## config.mk

```make
export PLATFORM = sky130hd
export DESIGN_NAME = alu_fpga
export DESIGN_NICKNAME = d
export VERILOG_FILES = /design/src/rtl/alu_fpga.sv
export SDC_FILE = /design/constraint.sdc
export NUM_CORES = 1
export LEC_CHECK = 0
export ABC_AREA = 1
export CELL_PAD_IN_SITES_DETAIL_PLACEMENT = 1
export CELL_PAD_IN_SITES_GLOBAL_PLACEMENT = 2
export CORE_MARGIN = 2
export CORE_UTILIZATION = 28
export CTS_CLUSTER_SIZE = 40
export DETAILED_ROUTE_END_ITERATION = 16
export PLACE_DENSITY = 0.87
export SYNTH_ARGS = -nofsm -noshare
export SYNTH_HDL_FRONTEND = slang
export SYNTH_SLANG_ARGS = --single-unit
```

## constraint.sdc

```tcl
create_clock -name clk -period 1.4 [get_ports clk]
set_clock_uncertainty 0.2 [all_clocks]
set_input_delay 0.35 -clock clk [delete_from_list [all_inputs] [get_ports clk]]
set_output_delay 0.35 -clock clk [all_outputs]
set_load 0.005 [all_outputs]
```

## src/rtl/alu_fpga.sv

```systemverilog
// Board wrapper: zero-extends 4-bit switch operands, runs them through a 32-bit
// ALU (adder/subtractor, logic unit, barrel shifter) and registers the result.
module alu_fpga #(
    parameter int WIDTH = 32,
    parameter int IN_W  = 4
) (
    input  logic [IN_W-1:0]  a,
    input  logic [IN_W-1:0]  b,
    input  logic [1:0]       shamt,
    input  logic [3:0]       funct,
    input  logic             clk,
    output logic [WIDTH-1:0] out,
    input  logic             rst_n
);

    typedef enum logic [3:0] {
        OP_ADD = 4'd0,
        OP_SUB = 4'd1,
        OP_AND = 4'd2,
        OP_OR  = 4'd3,
        OP_XOR = 4'd4,
        OP_NOT = 4'd5,
        OP_SLA = 4'd6,
        OP_SRA = 4'd7,
        OP_SRL = 4'd8
    } op_e;

    op_e              op;
    logic [WIDTH-1:0] opa;
    logic [WIDTH-1:0] opb;
    logic             sub;
    logic [WIDTH-1:0] sum;
    logic             fill;
    logic [WIDTH-1:0] shl1;
    logic [WIDTH-1:0] shl2;
    logic [WIDTH-1:0] shr1;
    logic [WIDTH-1:0] shr2;
    logic [WIDTH-1:0] result;

    assign op  = op_e'(funct);
    assign opa = {{(WIDTH-IN_W){1'b0}}, a};
    assign opb = {{(WIDTH-IN_W){1'b0}}, b};

    // One adder serves both ADD and SUB: A - B = A + ~B + 1.
    assign sub = (op == OP_SUB);
    assign sum = opa + (sub ? ~opb : opb) + {{(WIDTH-1){1'b0}}, sub};

    // Two-stage barrel shifter (by 1, then by 2); right shifts fill with A[31] for SRA.
    assign fill = (op == OP_SRA) & opa[WIDTH-1];
    assign shl1 = shamt[0] ? {opa[WIDTH-2:0], 1'b0}        : opa;
    assign shl2 = shamt[1] ? {shl1[WIDTH-3:0], 2'b00}      : shl1;
    assign shr1 = shamt[0] ? {fill, opa[WIDTH-1:1]}        : opa;
    assign shr2 = shamt[1] ? {{2{fill}}, shr1[WIDTH-1:2]}  : shr1;

    always_comb begin
        // NOTE: default assigned first so no path through the case leaves result unassigned (no latch).
        result = '0;
        case (op)
            OP_ADD, OP_SUB: result = sum;
            OP_AND:         result = opa & opb;
            OP_OR:          result = opa | opb;
            OP_XOR:         result = opa ^ opb;
            OP_NOT:         result = ~opa;
            OP_SLA:         result = shl2;
            OP_SRA, OP_SRL: result = shr2;
            default:        result = '0;
        endcase
    end

    always_ff @(posedge clk or negedge rst_n) begin
        // NOTE: non-blocking assignment for registered state avoids simulation races between flops.
        if (!rst_n) out <= '0;
        else        out <= result;
    end

endmodule

```

==> flow_metrics.py, run 1 <==
metrics = {
    "routing": {
        "vias_per_cell": 4.499,
        "total_vias_in_the_final_route": 1696,
        "detail_route.wl_per_cell_um": 14.17,
        "totalWireLength_um": 5343,
        "post-route-drc-count": 0,
        "pre_repair_dr_iteration_count": 4,
        "detailedRoute.firstIterationViolations": 40,
        "antenna_left": 0,
    },
    "synthesis": {
        "synth.yosys.seq_area_share": 0.3097,
        "synth_top_area_share": 0.3097,
        "postSynthCellCount": 202,
        "synth.net_count": 237,
        "synth.area.top_cells": "sky130_fd_sc_hd__dfrtp_1 (31%), sky130_fd_sc_hd__ha_1 (15%), sky130_fd_sc_hd__nand2_1 (13%)",
        "netlist_area_mm2": 0.001535,
        "synth_common_cells": "sky130_fd_sc_hd__nand2_1 (52), sky130_fd_sc_hd__inv_1 (21), sky130_fd_sc_hd__dfrtp_1 (19)",
        "synth-warning-count": 0,
        "ffs_latches_synth": 19,
        "synth-async-reset-ratio": 1.000,
        "post-synth-top-count-cell": "sky130_fd_sc_hd__nand2_1",
        "synth-edff-count": 0,
        "post_synth.cell_area_avg_um2": 7.600,
        "synthDominantAreaCellType": "sky130_fd_sc_hd__dfrtp_1",
        "synth_unique_cells": 26,
        "postSynth.topFlopCell": "sky130_fd_sc_hd__dfrtp_1",
    },
    "global_route": {
        "overflow": 0,
        "first_pass_grt_wire_length_um": 8597,
        "grtUsageTotal": 0.1803,
        "grt_antenna_before_repair": 0,
        "grt_pass1_vias": 1823,
        "grt_max_degree": 20,
    },
    "worst_setup_path": {
        "crit_path_class": "primary input to flip-flop",
        "critical_path_s_most_frequent_cell": "sky130_fd_sc_hd__nand2_4",
        "timing.critical_path.buf_inv": 3,
        "critPathLaunchType": "primary input",
        "cpMaxStageDelayCell": "sky130_fd_sc_hd__ha_1",
        "required_ps": 1380,
        "cp_cell_sequence": "buf_8, nor2_4, nand2_4, buf_6, xor2_1, ha_1, a21oi_2, and2_4, inv_4, nand2_4, ha_4, o211ai_1",
        "path_depth": 12,
        "worstSetupEndpointType": "flip-flop",
        "path_max_fanout": 4,
        "slowest_delay_ps": 340,
        "cp.arrival_ps": 2080,
        "path_delay_family": "adder cells",
    },
    "sta": {
        "max_slew_headroom": 0.7267,
        "period_share": 1.499,
        "worst_pin_slew_ps": 405.6,
        "achievable-frequency_mhz": 476.5,
        "fin_hold_viols": 0,
        "setup_tns_ps": -11420,
        "timing_max_transition_violations_final": 0,
        "grt_setup_unrepaired": "yes",
        "post-route-worst-setup-slack_ps": -698.5,
        "final.min_clock_period_ps": 2099,
        "report.final.setup_viol": 31,
    },
    "finish": {
        "layout_top_registers": "out x19",
        "drive_gt1_frac": 0.5375,
        "utilization_of_the_core_after_routing": 0.5279,
        "area_delta_synth_final_pct": 78.97,
        "largest_register": "out",
        "layout.filler_cells": 637,
        "final_design_area_no_fill_mm2": 0.002748,
        "post_route_insts_no_fill": 377,
        "largest_register_ffs": 19,
        "fin_nets": 343,
        "antenna_cells_inserted": 0,
    },
    "placement": {
        "gpl.final_weighted_congestion": 0.8123,
        "dp_hpwl_um": 3993,
        "io_buffer_count": 47,
        "dp_slack_ps": -1414,
        "dpl_cell_area_mm2": 0.002411,
        "placedCellCount": 357,
    },
    "floorplanning": {
        "placementRows": 26,
        "die_height_um": 78.05,
        "initial_core_util": 0.2950,
        "floorplan.core_area_mm2": 0.005205,
        "die_x_um": 78.05,
        "ioPinCount": 48,
        "floorplan.die_area_mm2": 0.006091,
    },
    "power": {
        "power_density_mw_per_mm2": 573.0,
        "leakage_nw": 1.504,
        "peakVddDrop_mv": 0.2789,
    },
    "worst_hold_path": {
        "timing.hold.worst.class": "primary input to asynchronous set/reset pin",
    },
    "job": {
        "number_of_max_cap_violations": 0,
    },
    "clock_tree": {
        "cts-htree-levels": 1,
        "clockBufferDepth": 2,
        "cts_made_buffers": 3,
        "holdBufCountCts": 0,
        "cts.root.buffer_cell": "sky130_fd_sc_hd__clkbuf_8",
        "cts.reportedPaths.clkPinSlew_ps": 70,
        "clkSinkCount": 19,
        "cts_tree": "yes",
    },
    "outcome": {
        "outcome": "finished with violations",
        "failed_checks": "setup timing",
    },
}
==> layout make-up <==
class | count | area [um2] | area share
timing repair buffer | 115 | 973.4 | 0.3543
multi-input combinational | 143 | 1062 | 0.3866
clock inverter | 1 | 7.507 | 0.002732
inverter | 26 | 100.1 | 0.03643
clock buffer | 3 | 41.29 | 0.01503
sequential | 19 | 475.5 | 0.1730
tap | 70 | 87.58 | 0.03188
==> per-layer routing <==
metal  global-route usage  up-vias  routed length (um)
li1                     -      843                   -
met1               0.2072      791                2202
met2               0.3448       49                2786
met3              0.01954       13                 190
met4              0.05965        0                 164
met5                    0        -                   0
==> logic make-up after synthesis <==
family / after synthesis / share of synthesized area
simple gates: 97 / 0.2950
buf+inv: 40 / 0.1304
flops: 19 / 0.3097
xor+xnor: 3 / 0.01712
fa+ha+maj: 19 / 0.1597
compound gates: 24 / 0.08801
==> repair_timing <==
item                                    CTS  global route
buffers inserted                         15             5
pin swaps                                35            21
endpoints found under the hold margin     0             0
endpoints found under the setup margin   51            39
resized for setup                       184            40
==> report_power, final <==
group	total, W	switching [W]	internal (W)
Sequential	0.000588	0.0000109	0.000577
Combinational	0.000591	0.000288	0.000303
Clock	0.000396	0.000195	0.000201
==> worst max path at each step <==
| stage | end | slack [ps] | startpoint |
|---|---|---|---|
| 2_1_floorplan | out[5]$_DFF_PN0_ | -830 | funct[3] |
| 3_3_place_gp | out[5]$_DFF_PN0_ | -1340 | funct[0] |
| 3_5_place_dp | out[5]$_DFF_PN0_ | -1410 | funct[0] |
| 4_1_cts | out[5]$_DFF_PN0_ | -720 | funct[2] |
| 5_1_grt | out[5]$_DFF_PN0_ | -800 | funct[3] |
| 6_report | out[6]$_DFF_PN0_ | -700 | funct[3] |
==> per-stage QoR <==
stage                     hold WS (ps)  total power (W)
after CTS                        224.8         0.001559
after global placement           505.9         0.001098
after detailed placement         508.9         0.001116
after floorplan                 -145.6        0.0008064
after global routing             244.4         0.001674
final                            224.9         0.001575
==> placed cells by master, fill, tap and decap left out, types with 9 or more instances in the layout <==
master | netlist | layout
sky130_fd_sc_hd__dfrtp_1 | 19 | 19
sky130_fd_sc_hd__nand2_1 | 52 | 42
sky130_fd_sc_hd__buf_6 | 0 | 29
sky130_fd_sc_hd__nand3_1 | 17 | 16
sky130_fd_sc_hd__buf_2 | 1 | 10
sky130_fd_sc_hd__inv_2 | 5 | 11
sky130_fd_sc_hd__nand2_2 | 7 | 13
sky130_fd_sc_hd__buf_4 | 13 | 51
sky130_fd_sc_hd__ha_1 | 18 | 11
sky130_fd_sc_hd__nor2_1 | 10 | 9
sky130_fd_sc_hd__clkbuf_2 | 0 | 9
sky130_fd_sc_hd__inv_1 | 21 | 14
Power figures use the tool's default switching activity.
==> inputs of run 2 (changes only) <==
--- a/config.mk
+++ b/config.mk
@@ -9,10 +9,11 @@
 export CELL_PAD_IN_SITES_DETAIL_PLACEMENT = 1
 export CELL_PAD_IN_SITES_GLOBAL_PLACEMENT = 2
 export CORE_MARGIN = 2
-export CORE_UTILIZATION = 28
+export CORE_UTILIZATION = 35
 export CTS_CLUSTER_SIZE = 40
 export DETAILED_ROUTE_END_ITERATION = 16
-export PLACE_DENSITY = 0.87
+export DONT_BUFFER_PORTS = 1
+export PLACE_DENSITY = 0.8
 export SYNTH_ARGS = -nofsm -noshare
 export SYNTH_HDL_FRONTEND = slang
 export SYNTH_SLANG_ARGS = --single-unit
==> run 2 against run 1 <==
  * The flow still finishes with violations (setup timing)
  * Wire length down 21%
  * Sequential power up 2%
  * Setup slack better by 130 ps
  * Largest cell class unchanged
==> flow_metrics.py, run 2 (synthesis results as in run 1) <==
metrics = {
    "sta": {
        "report.final.setup_viol": 18,
        "final.min_clock_period_ps": 1967,
        "grt_setup_unrepaired": "yes",
        "worst_pin_slew_ps": 793.0,
        "max_slew_headroom": 0.4714,
        "post-route-worst-setup-slack_ps": -567.5,
        "period_share": 1.405,
        "achievable-frequency_mhz": 508.3,
        "fin_hold_viols": 0,
        "finalHoldWorstSlack_ps": 49.50,
        "timing_max_transition_violations_final": 0,
    },
    "routing": {
        "vias_per_cell": 5.011,
        "post-route-drc-count": 0,
        "totalWireLength_um": 4198,
        "antenna_left": 0,
        "total_vias_in_the_final_route": 1393,
        "detail_route.wl_per_cell_um": 15.10,
        "detailedRoute.firstIterationViolations": 36,
        "pre_repair_dr_iteration_count": 4,
    },
    "global_route": {
        "grt_pass1_vias": 1541,
        "overflow": 0,
        "first_pass_grt_wire_length_um": 6962,
        "grtUsageTotal": 0.1793,
        "grt_max_degree": 20,
        "grt_antenna_before_repair": 0,
    },
    "worst_setup_path": {
        "worstSetupEndpointType": "flip-flop",
        "required_ps": 1330,
        "path_max_fanout": 4,
        "critPathLaunchType": "primary input",
        "cp.arrival_ps": 1900,
        "crit_path_class": "primary input to flip-flop",
    },
    "clock_tree": {
        "clkSinkCount": 19,
        "cts-htree-levels": 1,
        "cts.reportedPaths.clkPinSlew_ps": 70,
        "clockBufferDepth": 2,
        "cts_made_buffers": 3,
        "cts.root.buffer_cell": "sky130_fd_sc_hd__clkbuf_8",
        "cts_tree": "yes",
    },
    "finish": {
        "post_route_insts_no_fill": 278,
        "layout_top_registers": "out x19",
        "mostFrequentLayoutCell": "sky130_fd_sc_hd__nand2_1",
        "layout.filler_cells": 521,
        "fin_nets": 262,
        "layout.cells.most_common_list": "sky130_fd_sc_hd__nand2_1 (49), sky130_fd_sc_hd__buf_4 (30), sky130_fd_sc_hd__inv_1 (19), sky130_fd_sc_hd__dfrtp_1 (19), sky130_fd_sc_hd__nand3_1 (15)",
        "antenna_cells_inserted": 0,
        "largest_register": "out",
        "drive_gt1_frac": 0.3230,
        "final_design_area_no_fill_mm2": 0.001931,
        "largest_register_ffs": 19,
        "utilization_of_the_core_after_routing": 0.4496,
        "area_delta_synth_final_pct": 25.75,
    },
    "floorplanning": {
        "floorplan.die_area_mm2": 0.004932,
        "ioPinCount": 48,
        "floorplan.core_area_mm2": 0.004294,
        "die_height_um": 70.23,
        "placementRows": 24,
        "die_x_um": 70.23,
        "initial_core_util": 0.3575,
    },
    "placement": {
        "placedCellCount": 267,
        "dpl_cell_area_mm2": 0.001718,
        "dp_hpwl_um": 3507,
        "io_buffer_count": 0,
        "gpl.final_weighted_congestion": 0.8582,
    },
    "outcome": {
        "outcome": "finished with violations",
        "failed_checks": "setup timing",
    },
    "worst_hold_path": {
        "timing.hold.worst.class": "primary input to asynchronous set/reset pin",
    },
    "job": {
        "number_of_max_cap_violations": 0,
    },
    "power": {
        "power_density_mw_per_mm2": 695.6,
        "leakage_nw": 1.047,
        "peakVddDrop_mv": 0.2430,
    },
}
[run 2: metal layers]
layer  track usage  wire (um)  vias to the layer above
li1              -          -                      677
met1        0.1885       1655                      671
met2        0.3396       2288                       37
met3       0.02597        153                        8
met4       0.09188        100                        0
met5             0          0                        -
[run 2: layout make-up]
class | instances | area, um2 | area share
Inverter | 26 | 105.1 | 0.05444
Multi-Input combinational cell | 143 | 968.4 | 0.5016
Tap cell | 52 | 65.06 | 0.03370
Timing Repair Buffer | 34 | 271.5 | 0.1406
Sequential cell | 19 | 475.5 | 0.2463
Clock buffer | 4 | 45.04 | 0.02333
[run 2: worst max path at each step]
stage              from  slack, ps                end  depth (start not counted)
5_1_grt        funct[0]       -650  out[10]$_DFF_PN0_                         12
3_3_place_gp   funct[0]       -860   out[5]$_DFF_PN0_                         12
6_report       funct[1]       -570  out[10]$_DFF_PN0_                         11
4_1_cts        funct[2]       -580   out[5]$_DFF_PN0_                         11
2_1_floorplan  funct[3]       -830   out[5]$_DFF_PN0_                         13
3_5_place_dp   funct[0]       -940   out[7]$_DFF_PN0_                         14
[run 2: power breakdown]
group          switching, W  leakage, nW  total, W  internal (W)
clock network      0.000162       0.0228  0.000363      0.000202
registers         0.0000189        0.257  0.000597      0.000578
logic              0.000207        0.768  0.000382      0.000175
[run 2: per-stage QoR]
step | worst slack, ps | total power [W] | TNS [ps]
detailed placement | -943.1 | 0.0009120 | -14470
global route | -650.0 | 0.001427 | -9603
finish | -567.5 | 0.001343 | -8164
global placement | -861.3 | 0.0008930 | -12810
floorplan | -832.4 | 0.0008064 | -12440
CTS | -575.3 | 0.001341 | -8305
[run 2: repair_timing]
action | in CTS | in global routing
pin swaps | 14 | 4
setup endpoints to repair | 18 | 37
setup buffers | 8 | 2
resized for setup | 16 | 11
hold endpoints to repair | 19 | 0
hold buffers | 1 | 0
[run 2: critical path, stage by stage]
cell	delay (ps)
sky130_fd_sc_hd__nor2_4	120
sky130_fd_sc_hd__nand2_4	90
sky130_fd_sc_hd__xor2_1	150
sky130_fd_sc_hd__ha_1	330
sky130_fd_sc_hd__buf_4	140
sky130_fd_sc_hd__nand3_2	60
sky130_fd_sc_hd__and2_4	150
sky130_fd_sc_hd__inv_2	70
sky130_fd_sc_hd__nand2_1	60
sky130_fd_sc_hd__ha_2	310
sky130_fd_sc_hd__o21ai_1	60
